$ cat config.mk
export PLATFORM = sky130hd
export DESIGN_NAME = serial_frame_rx
export DESIGN_NICKNAME = d
export VERILOG_FILES = /design/src/rtl/serial_pkg.sv /design/src/rtl/serial_frame_rx.sv
export SDC_FILE = /design/constraint.sdc
export NUM_CORES = 1
export LEC_CHECK = 0
export CORE_MARGIN = 10
export CORE_UTILIZATION = 55
export DETAILED_ROUTE_END_ITERATION = 8
export PLACE_DENSITY = 0.8
export SYNTH_ARGS = -nofsm -noshare
export SYNTH_HDL_FRONTEND = slang
export SYNTH_SLANG_ARGS = --single-unit
$ cat constraint.sdc
create_clock -name clk -period 2.5 [get_ports clk]
set_input_delay 0.5 -clock clk [delete_from_list [all_inputs] [get_ports clk]]
set_output_delay 0.5 -clock clk [all_outputs]
set_load 0.01 [all_outputs]
$ cat src/rtl/serial_pkg.sv
// serial_pkg: shared state encoding, line levels and parity helper for serial_frame_rx.
package serial_pkg;
  typedef enum logic [2:0] {IDLE, DATA, PAR, STOP, RESYNC} state_t;
  localparam logic IDLE_LVL = 1'b0;
  localparam logic START_LVL = 1'b1;
  localparam logic STOP_LVL = 1'b0;
  function automatic logic parity(input logic [31:0] w, input logic odd);
    return ^w ^ odd;
  endfunction
endpackage

$ cat src/rtl/serial_frame_rx.sv
// serial_frame_rx: framed one-bit-per-clock serial receiver with valid/ready word output and error pulses.
module serial_frame_rx
  import serial_pkg::*;
#(
  parameter int WIDTH = 8,
  parameter int MSB_FIRST = 0,
  parameter int PARITY_EN = 1,
  parameter int PARITY_ODD = 0
) (
  input  logic             clk,
  input  logic             reset,
  input  logic             in,
  input  logic             ready,
  output logic [WIDTH-1:0] data,
  output logic             valid,
  output logic             parity_err,
  output logic             frame_err,
  output logic             overrun,
  output logic             busy
);
  localparam int CW = $clog2(WIDTH + 1);
  state_t state, next;
  logic [CW-1:0] cnt;
  logic [WIDTH-1:0] shreg;
  logic par_bit, last, stop_ok, par_ok, good, load, perr, ferr;
  always_ff @(posedge clk)
    if (reset) state <= IDLE;
    else state <= next;
  always_comb begin
    next = state;
    case (state)
      IDLE:    next = in == START_LVL ? DATA : IDLE;
      DATA:    next = !last ? DATA : PARITY_EN != 0 ? PAR : STOP;
      PAR:     next = STOP;
      STOP:    next = in == STOP_LVL ? IDLE : RESYNC;
      RESYNC:  next = in == IDLE_LVL ? IDLE : RESYNC;
      default: next = IDLE;
    endcase
  end
  always_comb begin
    last = cnt == CW'(WIDTH - 1);
    busy = state != IDLE;
    stop_ok = state == STOP && in == STOP_LVL;
    ferr = state == STOP && in != STOP_LVL;
    par_ok = PARITY_EN == 0 || par_bit == parity(32'(shreg), PARITY_ODD != 0);
    good = stop_ok && par_ok;
    perr = stop_ok && !par_ok;
    load = good && (!valid || ready);
  end
  // Shift register is fully overwritten each frame, so it needs no clear between frames.
  always_ff @(posedge clk)
    if (reset) begin
      cnt <= '0;
      shreg <= '0;
      par_bit <= 1'b0;
      data <= '0;
      valid <= 1'b0;
      parity_err <= 1'b0;
      frame_err <= 1'b0;
      overrun <= 1'b0;
    end else begin
      cnt <= state == IDLE ? '0 : state == DATA ? cnt + 1'b1 : cnt;
      if (state == DATA) shreg <= MSB_FIRST != 0 ? {shreg[WIDTH-2:0], in} : {in, shreg[WIDTH-1:1]};
      if (state == PAR) par_bit <= in;
      if (load) data <= shreg;
      valid <= load || (valid && !ready);
      parity_err <= perr;
      frame_err <= ferr;
      overrun <= good && valid && !ready;
    end
endmodule

# == After elaboration in Yosys (flattened, before gate mapping) ==
# Cells that the tools add are included.
# W data, S select, Z words.
# totals
wordCells,39
input_bits,4
ff_bits,28
output_inout_bits,13
# op_classes
n_bitwise,1
n_addsub,1
mux,4
n_reduce_logical,18
eq_ne,6
# ops
cell,n
$reduce_xor A32 Y1,1
$pmux W3 S4,1
$logic_and A1 B1 Y1,8
$eq A3 B2 Y1 const B,2
$add A4 B1 Y4 const B,1
$eq A4 B3 Y1 const B,1
$reduce_or A2 Y1,2
$eq A3 B1 Y1 const B,1
$eq A3 B3 Y1 const B,1
$logic_not A1 Y1,3
$logic_not A3 Y1,1
$mux W3,1
$reduce_bool A3 Y1,1
$logic_or A1 B1 Y1,2
$mux W2,1
$eq A1 B1 Y1,1
$mux W1,1
$not A1 Y1,1

# == Logic depth before layout (Yosys ltp) ==
# logic_depth
word_depth,5
ltp_mapped,5
depth_no_buf,5

# == Least setup slack after synthesis ==
# No wires, ideal clock.
# synth_path
path_type,register to register
from,reg shreg[5]
to,reg data[0]
setup_slack_ns,0.860
setup_time_ns,0.072
required_ns,2.428
path_stages_with_launch,5
path_buffers,0
arrival_time_ns,1.568
synth_period_minus_slack_ns,1.640
path_cell_list,dfxtp_1 > xnor3_1 > nand4b_1 > mux2i_4 > mux2i_1
# synth_via
elab_chain_len,4
# synth_lines
element,line_no,rtl
start: declaration,serial_frame_rx.sv:24,logic [WIDTH-1:0] shreg;
start signal: assignment,serial_frame_rx.sv:63,"if (state == DATA) shreg <= MSB_FIRST != 0 ? {shreg[WIDTH-2:0], in} : {in, shreg[WIDTH-1:1]};"
$reduce_xor A32 Y1,serial_pkg.sv:8,return ^w ^ odd;
$eq A1 B1 Y1,serial_frame_rx.sv:45,"par_ok = PARITY_EN == 0 || par_bit == parity(32'(shreg), PARITY_ODD != 0);"
$logic_and A1 B1 Y1,serial_frame_rx.sv:46,good = stop_ok && par_ok;
$logic_and A1 B1 Y1,serial_frame_rx.sv:48,load = good && (!valid || ready);
end signal: assignment,serial_frame_rx.sv:65,if (load) data <= shreg;
end: declaration,serial_frame_rx.sv:14,"output logic [WIDTH-1:0] data,"
# No other way between the ends.
# A chain may end at the register's enable or synchronous reset.

# == Worst setup path after layout ==
# layout_path
from,reg state[1]
to,out busy
# layout_via
elab_chain_len,1
# layout_lines
element,line_no,rtl
start: declaration,serial_frame_rx.sv:22,"state_t state, next;"
start signal: assignment,serial_frame_rx.sv:28,else state <= next;
$reduce_bool A3 Y1,serial_frame_rx.sv:42,busy = state != IDLE;
end: declaration,serial_frame_rx.sv:19,output logic busy
# No other way between the ends.

==> metrics.json <==
{
  "synth_cells": {"value": 123},
  "pin_count_of_the_biggest_net_entering_global_routing": {"value": 32},
  "drive_gt1_frac": {"value": 0.0709},
  "fmax": {"value": 468, "unit": "MHz"},
  "critical_path.endpoint_type": {"value": "output port"},
  "post-route-drc-count": {"value": 0},
  "final_antenna_net_count": {"value": 0},
  "synth_area_leaders": {"value": "sky130_fd_sc_hd__dfxtp_1, sky130_fd_sc_hd__mux2i_1, sky130_fd_sc_hd__nand2b_1, sky130_fd_sc_hd__nor2_1, sky130_fd_sc_hd__xnor2_1"},
  "setup_total_negative_slack": {"value": 0, "unit": "ns"},
  "synth.ff_latch_count": {"value": 28},
  "synth_largest_type_area_fraction": {"value": 0.454},
  "timing.slew.headroom": {"value": 0.702},
  "drtPass1Iterations": {"value": 2},
  "final-instance-count-excl-fill": {"value": 169},
  "critical_path.reg2reg.endpoint": {"value": "data[3]"},
  "maxCapViolations": {"value": 0},
  "num_antenna_cells": {"value": 0},
  "post-route-period-util": {"value": 0.855},
  "place_congestion": {"value": 0.708},
  "max_slew.worst_pin.slew": {"value": 0.438, "unit": "ns"},
  "area_delta_synth_final": {"value": 19.4, "unit": "%"},
  "ys_top_cells_by_count": {"value": "sky130_fd_sc_hd__dfxtp_1, sky130_fd_sc_hd__nand2b_1, sky130_fd_sc_hd__nor2_1, sky130_fd_sc_hd__mux2i_1, sky130_fd_sc_hd__nand2_1"},
  "period_minus_slack": {"value": 2.14, "unit": "ns"},
  "reg2reg_slack": {"value": 0.63, "unit": "ns"},
  "grt_util_all_layers": {"value": 0.110},
  "cp_num_buf_inv": {"value": 1},
  "final_max_slew_viol_count": {"value": 0},
  "h-tree-depth": {"value": 1},
  "critPathTopFamily": {"value": "buffers and inverters"},
  "numPlacedInstances": {"value": 165},
  "die_width": {"value": 67.4, "unit": "um"},
  "path_class": {"value": "register to output port"},
  "synth_sequential_area_ratio": {"value": 0.454},
  "ctsHoldBuffers": {"value": 0},
  "rsz0062_at_grt": {"value": "no"},
  "clk_pin_slew": {"value": 0.15, "unit": "ns"},
  "worst-r2r-cell-count": {"value": 4},
  "ys_warn_count": {"value": 0},
  "synth_nets": {"value": 128},
  "drt-total-wl": {"value": 2.18, "unit": "mm"},
  "run_status": {"value": "completed"},
  "total_power_divided_by_cell_area": {"value": 499, "unit": "nW/um2"},
  "worstSkewPairLatency": {"value": 0.33, "unit": "ns"},
  "clock-root-buffer": {"value": "sky130_fd_sc_hd__clkbuf_4"},
  "hold_path_startpoint": {"value": "data[5]"},
  "dp_slack": {"value": 0.406, "unit": "ns"},
  "crit_slowest_cell": {"value": "sky130_fd_sc_hd__clkdlybuf4s50_1"},
  "synth_area": {"value": 1230, "unit": "um2"},
  "placement.io_buffers": {"value": 16},
  "fin_nets": {"value": 147},
  "critPathMaxFanout": {"value": 8},
  "first_global_vias": {"value": 904},
  "tritoncts_buffer_count": {"value": 3},
  "worst_hold_path_type": {"value": "register to register"},
  "cts_num_sinks": {"value": 28},
  "initial_antenna_violation_count": {"value": 0},
  "dp_hpwl": {"value": 1.57, "unit": "mm"},
  "number_of_vias_per_cell": {"value": 5.19},
  "detailroute.via_count": {"value": 877},
  "cts_resized": {"value": 0},
  "max_stage_delay": {"value": 0.49, "unit": "ns"},
  "list_of_cells_traversed_by_the_critical_path": {"value": "or3_1 -> clkdlybuf4s50_1"},
  "final-hold-violation-count": {"value": 0},
  "die_h": {"value": 67.4, "unit": "um"},
  "worst_setup_path_start_kind": {"value": "register"},
  "synth-edff-count": {"value": 0},
  "synth_area_leader_cell": {"value": "sky130_fd_sc_hd__dfxtp_1"},
  "fp.dieArea": {"value": 4540, "unit": "um2"},
  "cp_data_arrival_time": {"value": 1.64, "unit": "ns"},
  "ioPinCount": {"value": 17},
  "post_drt_wl_per_cell": {"value": 12.9, "unit": "um"},
  "worst_slack": {"value": 0.363, "unit": "ns"},
  "overflow": {"value": 0},
  "cts-root-to-sink-buffers": {"value": 2},
  "fraction_of_synthesis_flops_using_an_asynchronous_set_or_reset_pin": {"value": 0},
  "grt_pass1_wl": {"value": 3.94, "unit": "mm"},
  "cell_with_the_most_instances_after_synthesis": {"value": "sky130_fd_sc_hd__dfxtp_1"},
  "start_util": {"value": 0.569},
  "drt_first_iter_violations": {"value": 32},
  "finClkSkew": {"value": 0.0107, "unit": "ns"},
  "coreArea": {"value": 2170, "unit": "um2"},
  "max-vdd-ir-drop": {"value": 0.318, "unit": "mV"},
  "hold_depth": {"value": 2},
  "core.rowCount": {"value": 17},
  "hold_endpoint": {"value": "data[5]"},
  "post_synth_num_cell_types": {"value": 28},
  "cts_tree": {"value": "built"},
  "synth_ff_type": {"value": "sky130_fd_sc_hd__dfxtp_1"},
  "static_leakage_power": {"value": 0.521, "unit": "nW"},
  "timing.final.setup_violations": {"value": 0},
  "crit_required": {"value": 2.00, "unit": "ns"},
  "worst_r2r_startpoint": {"value": "shreg[5]"},
  "synth_area_per_cell": {"value": 10.0, "unit": "um2"},
  "post_cts.repair.setup_buffers": {"value": 0}
}
cells by family (layout without fill, tap and decap cells):
family                     count (synthesis)  after routing  synth area share
and+or+nand+nor                           53             53             0.229
AOI/OAI and AO/OA                          8              8            0.0396
xor gates and xnor gates                  10             10            0.0943
muxes                                     18             18             0.156
adders and majority gates                  1              1            0.0101
buffers and inverters                      5             23            0.0162
DFF                                       28             28             0.454
per-layer routing:
metal,up-vias,share of wire,track usage
met5,-,0,0
met3,2,0.046,0.0281
li1,451,-,-
met4,0,0.0078,0.0538
met1,416,0.44,0.118
met2,8,0.50,0.197
tightest hold or removal path, delay by kind of cell (launching register included):
| kind | cells | cell delay (ns) |
|---|---|---|
| DFF | 1 | 0.34 |
| muxes | 1 | 0.06 |
| and+or+nand+nor | 1 | 0.06 |
flip-flops by register name, summed over array words and instances (netlist names):
name,cells
frame_err,1
data,8
state,3
shreg,8
valid,1
overrun,1
cnt,4
parity_err,1
par_bit,1
worst max-delay path by stage:
stage,start,endpoint,depth (start not counted)
after floorplan,shreg[5],data[0],4
after global placement,in,data[6],5
after detailed placement,in,data[3],5
after CTS,state[2],busy,2
after global routing,state[1],busy,2
final,state[1],busy,2
stage by stage:
stage	cell area, um2	hold WS [ns]	utilization	total power [mW]
after global routing	1470	0.513	0.679	0.769
after CTS	1470	0.490	0.679	0.745
final	1470	0.484	0.679	0.736
after global placement	1440	0.459	0.662	0.524
after detailed placement	1440	0.468	0.662	0.525
after floorplan	1230	0.465	-	0.506
where the power goes:
group          total, mW  leakage (nW)  switching [mW]  internal (mW)
registers          0.455         0.226         0.00447          0.450
logic             0.0610         0.274          0.0275         0.0336
clock network      0.220        0.0210           0.131         0.0891
total              0.736         0.521           0.163          0.573
cell usage in the layout (no fill, tap or decap), types with 2 or more instances in the layout:
cell type	Yosys	routed
sky130_fd_sc_hd__o21ai_0	2	2
sky130_fd_sc_hd__nand4_1	2	2
sky130_fd_sc_hd__a21oi_1	2	2
sky130_fd_sc_hd__nor2_1	18	18
sky130_fd_sc_hd__dfxtp_1	28	28
sky130_fd_sc_hd__a211oi_1	2	2
sky130_fd_sc_hd__clkdlybuf4s50_1	0	16
sky130_fd_sc_hd__nand2b_1	18	18
sky130_fd_sc_hd__xnor2_1	4	4
sky130_fd_sc_hd__nand2_1	5	5
sky130_fd_sc_hd__buf_4	0	3
sky130_fd_sc_hd__mux2i_1	17	17
sky130_fd_sc_hd__xor2_1	4	4
sky130_fd_sc_hd__clkbuf_4	0	3
area by class of cell:
class | instances | area, um2
multi-input cells | 90 | 658
repair buffers | 19 | 183
flip-flops and latches | 28 | 561
well taps | 28 | 35.0
clock buffers | 4 | 36.3
fillers | 182 | 697
Power figures use the tool's default switching activity.
